[src/rtl/ppu_palette_pkg.sv]
`default_nettype none
// ============================================================================
// ppu_palette_pkg : palette widths, controller state encoding, address mirror
// Revision: 1.0
// ============================================================================
package ppu_palette_pkg;

  localparam int PAL_ADDR_W = 5;
  localparam int COLOR_W    = 6;

  typedef enum logic [1:0] {
    ST_INIT = 2'd0,
    ST_IDLE = 2'd1,
    ST_ACK  = 2'd2
  } pal_state_t;

  // Sprite entry 0 of each palette aliases the matching background entry.
  function automatic logic [PAL_ADDR_W-1:0] pal_mirror(input logic [PAL_ADDR_W-1:0] addr);
    return (addr[4] && (addr[1:0] == 2'b00)) ? (addr & 5'h0F) : addr;
  endfunction

endpackage
`default_nettype wire

[src/rtl/palette_ram.sv]
`default_nettype none
// ============================================================================
// palette_ram : 32 x 6 single-port synchronous RAM, registered read (read-first)
// Revision: 1.0
// ============================================================================
module palette_ram
  import ppu_palette_pkg::*;
(
  input  logic                  clk,
  input  logic [PAL_ADDR_W-1:0] addr,
  input  logic                  we,
  input  logic [COLOR_W-1:0]    wdata,
  output logic [COLOR_W-1:0]    rdata
);

  logic [COLOR_W-1:0] mem [2**PAL_ADDR_W];

  always_ff @(posedge clk) begin
    if (we) begin
      mem[addr] <= wdata;
    end
    rdata <= mem[addr];
  end

endmodule
`default_nettype wire

[src/rtl/palette_ram_ctrl.sv]
`default_nettype none
// ============================================================================
// palette_ram_ctrl : palette RAM owner; post-reset clear, pixel/CPU arbitration
// Revision: 1.0
// ============================================================================
module palette_ram_ctrl
  import ppu_palette_pkg::*;
#(
  parameter logic [COLOR_W-1:0] INIT_COLOR = 6'h00
) (
  input  logic                  clk,
  input  logic                  rst_n,
  input  logic                  pix_valid,
  input  logic [PAL_ADDR_W-1:0] pix_index,
  output logic                  color_valid,
  output logic [COLOR_W-1:0]    color,
  input  logic                  cpu_req,
  input  logic                  cpu_we,
  input  logic [PAL_ADDR_W-1:0] cpu_addr,
  input  logic [COLOR_W-1:0]    cpu_wdata,
  output logic                  cpu_ack,
  output logic [COLOR_W-1:0]    cpu_rdata,
  output logic                  init_busy
);

  pal_state_t            state;
  logic [PAL_ADDR_W-1:0] clr_addr;
  logic                  pix_s1;
  logic                  pix_init_s1;
  logic                  grant;
  logic [PAL_ADDR_W-1:0] ram_addr;
  logic                  ram_we;
  logic [COLOR_W-1:0]    ram_wdata;
  logic [COLOR_W-1:0]    ram_rdata;

  assign grant = rst_n && (state == ST_IDLE) && cpu_req && !pix_valid;

  // Port mux: clear counter, then pixel (always wins), then granted CPU access.
  always_comb begin
    ram_addr  = pal_mirror(cpu_addr);
    ram_we    = 1'b0;
    ram_wdata = cpu_wdata;
    if (state == ST_INIT) begin
      ram_addr  = pal_mirror(clr_addr);
      ram_we    = rst_n;
      ram_wdata = INIT_COLOR;
    end else if (pix_valid) begin
      ram_addr = (pix_index[1:0] == 2'b00) ? '0 : pal_mirror(pix_index);
    end else if (grant) begin
      ram_we = cpu_we;
    end
  end

  palette_ram u_ram (
    .clk   (clk),
    .addr  (ram_addr),
    .we    (ram_we),
    .wdata (ram_wdata),
    .rdata (ram_rdata)
  );

  always_ff @(posedge clk) begin
    if (!rst_n) begin
      state       <= ST_INIT;
      clr_addr    <= '0;
      init_busy   <= 1'b1;
      pix_s1      <= 1'b0;
      pix_init_s1 <= 1'b0;
      color_valid <= 1'b0;
      color       <= '0;
      cpu_ack     <= 1'b0;
      cpu_rdata   <= '0;
    end else begin
      // Lookups taken during the clear bypass the RAM and report the fill value.
      pix_s1      <= pix_valid;
      pix_init_s1 <= (state == ST_INIT);
      color_valid <= pix_s1;
      if (pix_s1) begin
        color <= pix_init_s1 ? INIT_COLOR : ram_rdata;
      end
      cpu_ack <= (state == ST_ACK);
      if (state == ST_ACK) begin
        cpu_rdata <= ram_rdata;
      end
      case (state)
        ST_INIT: begin
          clr_addr <= clr_addr + PAL_ADDR_W'(1);
          if (clr_addr == '1) begin
            state     <= ST_IDLE;
            init_busy <= 1'b0;
          end
        end
        ST_IDLE: begin
          if (grant) begin
            state <= ST_ACK;
          end
        end
        ST_ACK:  state <= ST_IDLE;
        default: state <= ST_INIT;
      endcase
    end
  end

endmodule
`default_nettype wire

[config.mk]
export PLATFORM = sky130hd
export DESIGN_NAME = palette_ram_ctrl
export DESIGN_NICKNAME = d
export VERILOG_FILES = /design/src/rtl/ppu_palette_pkg.sv /design/src/rtl/palette_ram.sv /design/src/rtl/palette_ram_ctrl.sv
export SDC_FILE = /design/constraint.sdc
export NUM_CORES = 1
export LEC_CHECK = 0
export CORE_MARGIN = 2
export CORE_UTILIZATION = 40
export CTS_BUF_LIST = sky130_fd_sc_hd__clkbuf_8
export DETAILED_ROUTE_END_ITERATION = 8
export GPL_ROUTABILITY_DRIVEN = 0
export SLEW_MARGIN = 20
export SYNTH_ARGS = -nofsm -noshare
export SYNTH_HDL_FRONTEND = slang
export SYNTH_SLANG_ARGS = --single-unit
[constraint.sdc]
create_clock -name clk -period 3.2 [get_ports clk]
set_clock_uncertainty 0.15 [all_clocks]
set_input_delay 0.32 -clock clk [delete_from_list [all_inputs] [get_ports clk]]
set_output_delay 0.32 -clock clk [all_outputs]
set_load 0.05 [all_outputs]
==> flow_summary.yaml <==
status:
  status: "finished, final reports clean"
timing:
  min_period_ps: 2820
  finalSetupViolCount: 0
  setup_tns_ps: 0
  whs_ps: 308
  timing.max_slew.rel_slack_pct: 44.5
  finalWorstSetupSlack_ps: 376
  rsz0062_at_grt: "no"
  fmax_mhz: 354
  hold_viol_final: 0
  report.final.slew_viol_count: 0
  finalCritPeriodShare_pct: 88.3
  worst_pin_slew_ps: 826
critical_path:
  rr_startpoint: "state[1]"
  critPathKind: "flop to flop"
  cp-end-kind: "flop"
  startpoint: "state[1]"
  worst-path-max-fanout: 12
  cp.arrival_ps: 3040
  critPathRequiredTime_ps: 3420
  crit_path_start_kind: "flop"
cts:
  cts_tree: "built"
  hold_buffers: 0
  postCtsSetupRepairBufs: 0
  clkSinkCount: 222
  cts_buffer_depth: 3
  clkTransAtPathRegs_ps: 70
  numCtsBuffers: 37
  insertion_delay_ps: 530
  htreeDepth: 2
  cts_resized: 0
  clockRootBuffer: "clkbuf_8"
grt:
  grt_first_pass_wirelength_mm: 33.7
  grt_max_degree: 33
  antenna_found_initial: 0
  grtUsageTotal_pct: 18.3
  grt-ovfl-total: 0
  grt_pass1_vias: 5815
die:
  core_um2: 22600
  start_util_pct: 40.6
  dieArea_um2: 24200
  std_cell_rows: 55
  io_pins: 36
  fp.dieW_um: 156
  die_h_um: 156
yosys:
  synth.most_common_cell: "edfxtp_1"
  async_reset_ff_share_pct: 0
  synth_nets: 673
  synthCells: 649
  ys_ff_latch: 222
  synth_edf_count: 192
  synth_common_cells: "edfxtp_1, nand2_1, mux2i_1"
  yosys.area.top_type: "edfxtp_1"
  synth_top_area_share_pct: 62.7
  ys_seq_area_share_pct: 69.2
  ys.flop_type: "edfxtp_1"
  synth_cell_types: 52
  synth_area_um2: 9200
  postSynthAreaPerCell_um2: 14.2
  yosysWarnings: 0
  synth_area_leaders: "edfxtp_1, mux2i_1, dfxtp_1, a211oi_1, nand2_1"
routing:
  drc_errors: 0
  vias: 5746
  routed_wl_mm: 21.9
  post_drt_wl_per_cell_um: 20.7
  via_per_inst: 5.43
  drtAntennaViolNets: 0
  first_pass_iters: 5
  drt_iter0_drc: 476
layout:
  fin_util_pct: 48.2
  area_delta_synth_final_pct: 18.6
  nets: 772
  layout.cells.non_filler: 1058
  drive_above_1_share_pct: 16.2
  antenna_cells: 0
power_and_ir_drop:
  max-vdd-ir-drop_mv: 0.210
  switching_share_pct: 22.6
  p_switching_uw: 1370
  comb_power_share_pct: 7.0
  p_per_area_nw_per_um2: 555
  clkPwrFrac_pct: 40.6
  p_int_uw: 4690
  power.static_leakage_uw: 0.00392
  seq_power_share_pct: 52.4
placed_design:
  dp_slack_ps: 119
  post-place-cells: 994
  portBuffers: 35
  dp_hpwl_mm: 14.3
hold_path:
  min-delay-start: "init_busy"
  worstHoldPathType: "flop to flop"
job:
  maxCapViolCount: 0
## power groups by stage
stage               Sequential [uW]  Clock [uW]  Combinational, uW
floorplan                      3230           0                267
global placement               3230           0                415
detailed placement             3230           0                424
CTS                            3170        2530                426
global route                   3170        2660                457
finish                         3170        2450                426
## layer usage
layer	up-vias	wire [um]	share of wire, %	GRT usage, %
met5	-	0	0	0
met4	0	487	2.2	5.59
met3	40	1550	7.1	3.89
met2	221	10400	47	30.0
met1	2818	9470	43	24.7
li1	2667	-	-	-
## path summary, 6_finish.rpt
kind         slack (ps)  cells past startpoint             end
min reg2reg         310                      2       init_busy
min                 310                      2       init_busy
max reg2reg         380                      6  u_ram.rdata[4]
max                 380                      6  u_ram.rdata[4]
## area by class of cell
| type | count | area [um^2] |
|---|---|---|
| Fill cell | 1936 | 11700 |
| Timing Repair Buffer | 96 | 846 |
| Sequential cell | 222 | 6370 |
| Clock buffer | 39 | 537 |
| Tap cell | 285 | 357 |
| Clock inverter | 25 | 179 |
| Inverter | 21 | 78.8 |
| Multi-Input combinational cell | 370 | 2550 |
## flip-flops by register name (all words and copies together), names as in the netlist
register / flops
color: 6
color_valid: 1
init_busy: 1
u_ram.rdata: 6
state: 2
clr_addr: 5
pix_init_s1: 1
u_ram.mem: 192
pix_s1: 1
cpu_ack: 1
cpu_rdata: 6
## through the flow
| step | total power (uW) | instance area, um^2 |
|---|---|---|
| floorplan | 3500 | 9200 |
| global placement | 3650 | 10200 |
| detailed placement | 3660 | 10200 |
| CTS | 6120 | 10900 |
| global route | 6290 | 10900 |
| finish | 6050 | 10900 |
## layout by cell type (no fill, tap or decap), types with 4 or more instances in the layout
master / n
a211o_1: 14
a211oi_1: 34
a21oi_1: 14
a311o_1: 4
a32oi_1: 11
and2_1: 10
and4_1: 4
buf_4: 58
clkbuf_8: 39
clkdlybuf4s50_1: 35
clkinv_1: 5
clkinv_2: 5
dfxtp_1: 30
edfxtp_1: 192
inv_1: 33
mux2i_1: 62
mux4_2: 5
nand2_1: 63
nand2b_1: 7
nand3_1: 21
nand3b_1: 7
nand4_1: 8
nor2_1: 51
nor3_1: 13
o211ai_1: 5
## cells by family (layout without fill, tap and decap cells)
logic type	after synthesis	after routing	share of synthesized area, %
and+or+nand+nor	194	194	10.1
buffers and inverters	57	181	3.29
xor gates and xnor gates	3	3	0.286
AOI/OAI and AO/OA	100	100	8.40
DFF	222	222	69.2
muxes	70	70	8.36
adders and majority gates	3	3	0.408
## critical path, cell delays in order (launching register included)
cell and delay (ps):
dfxtp_1 380, or2_1 290, buf_4 190, a21oi_4 430, mux4_2 560, a211oi_1 530
nand3_1 120
Note: power is estimated with default switching activity, not from simulation.
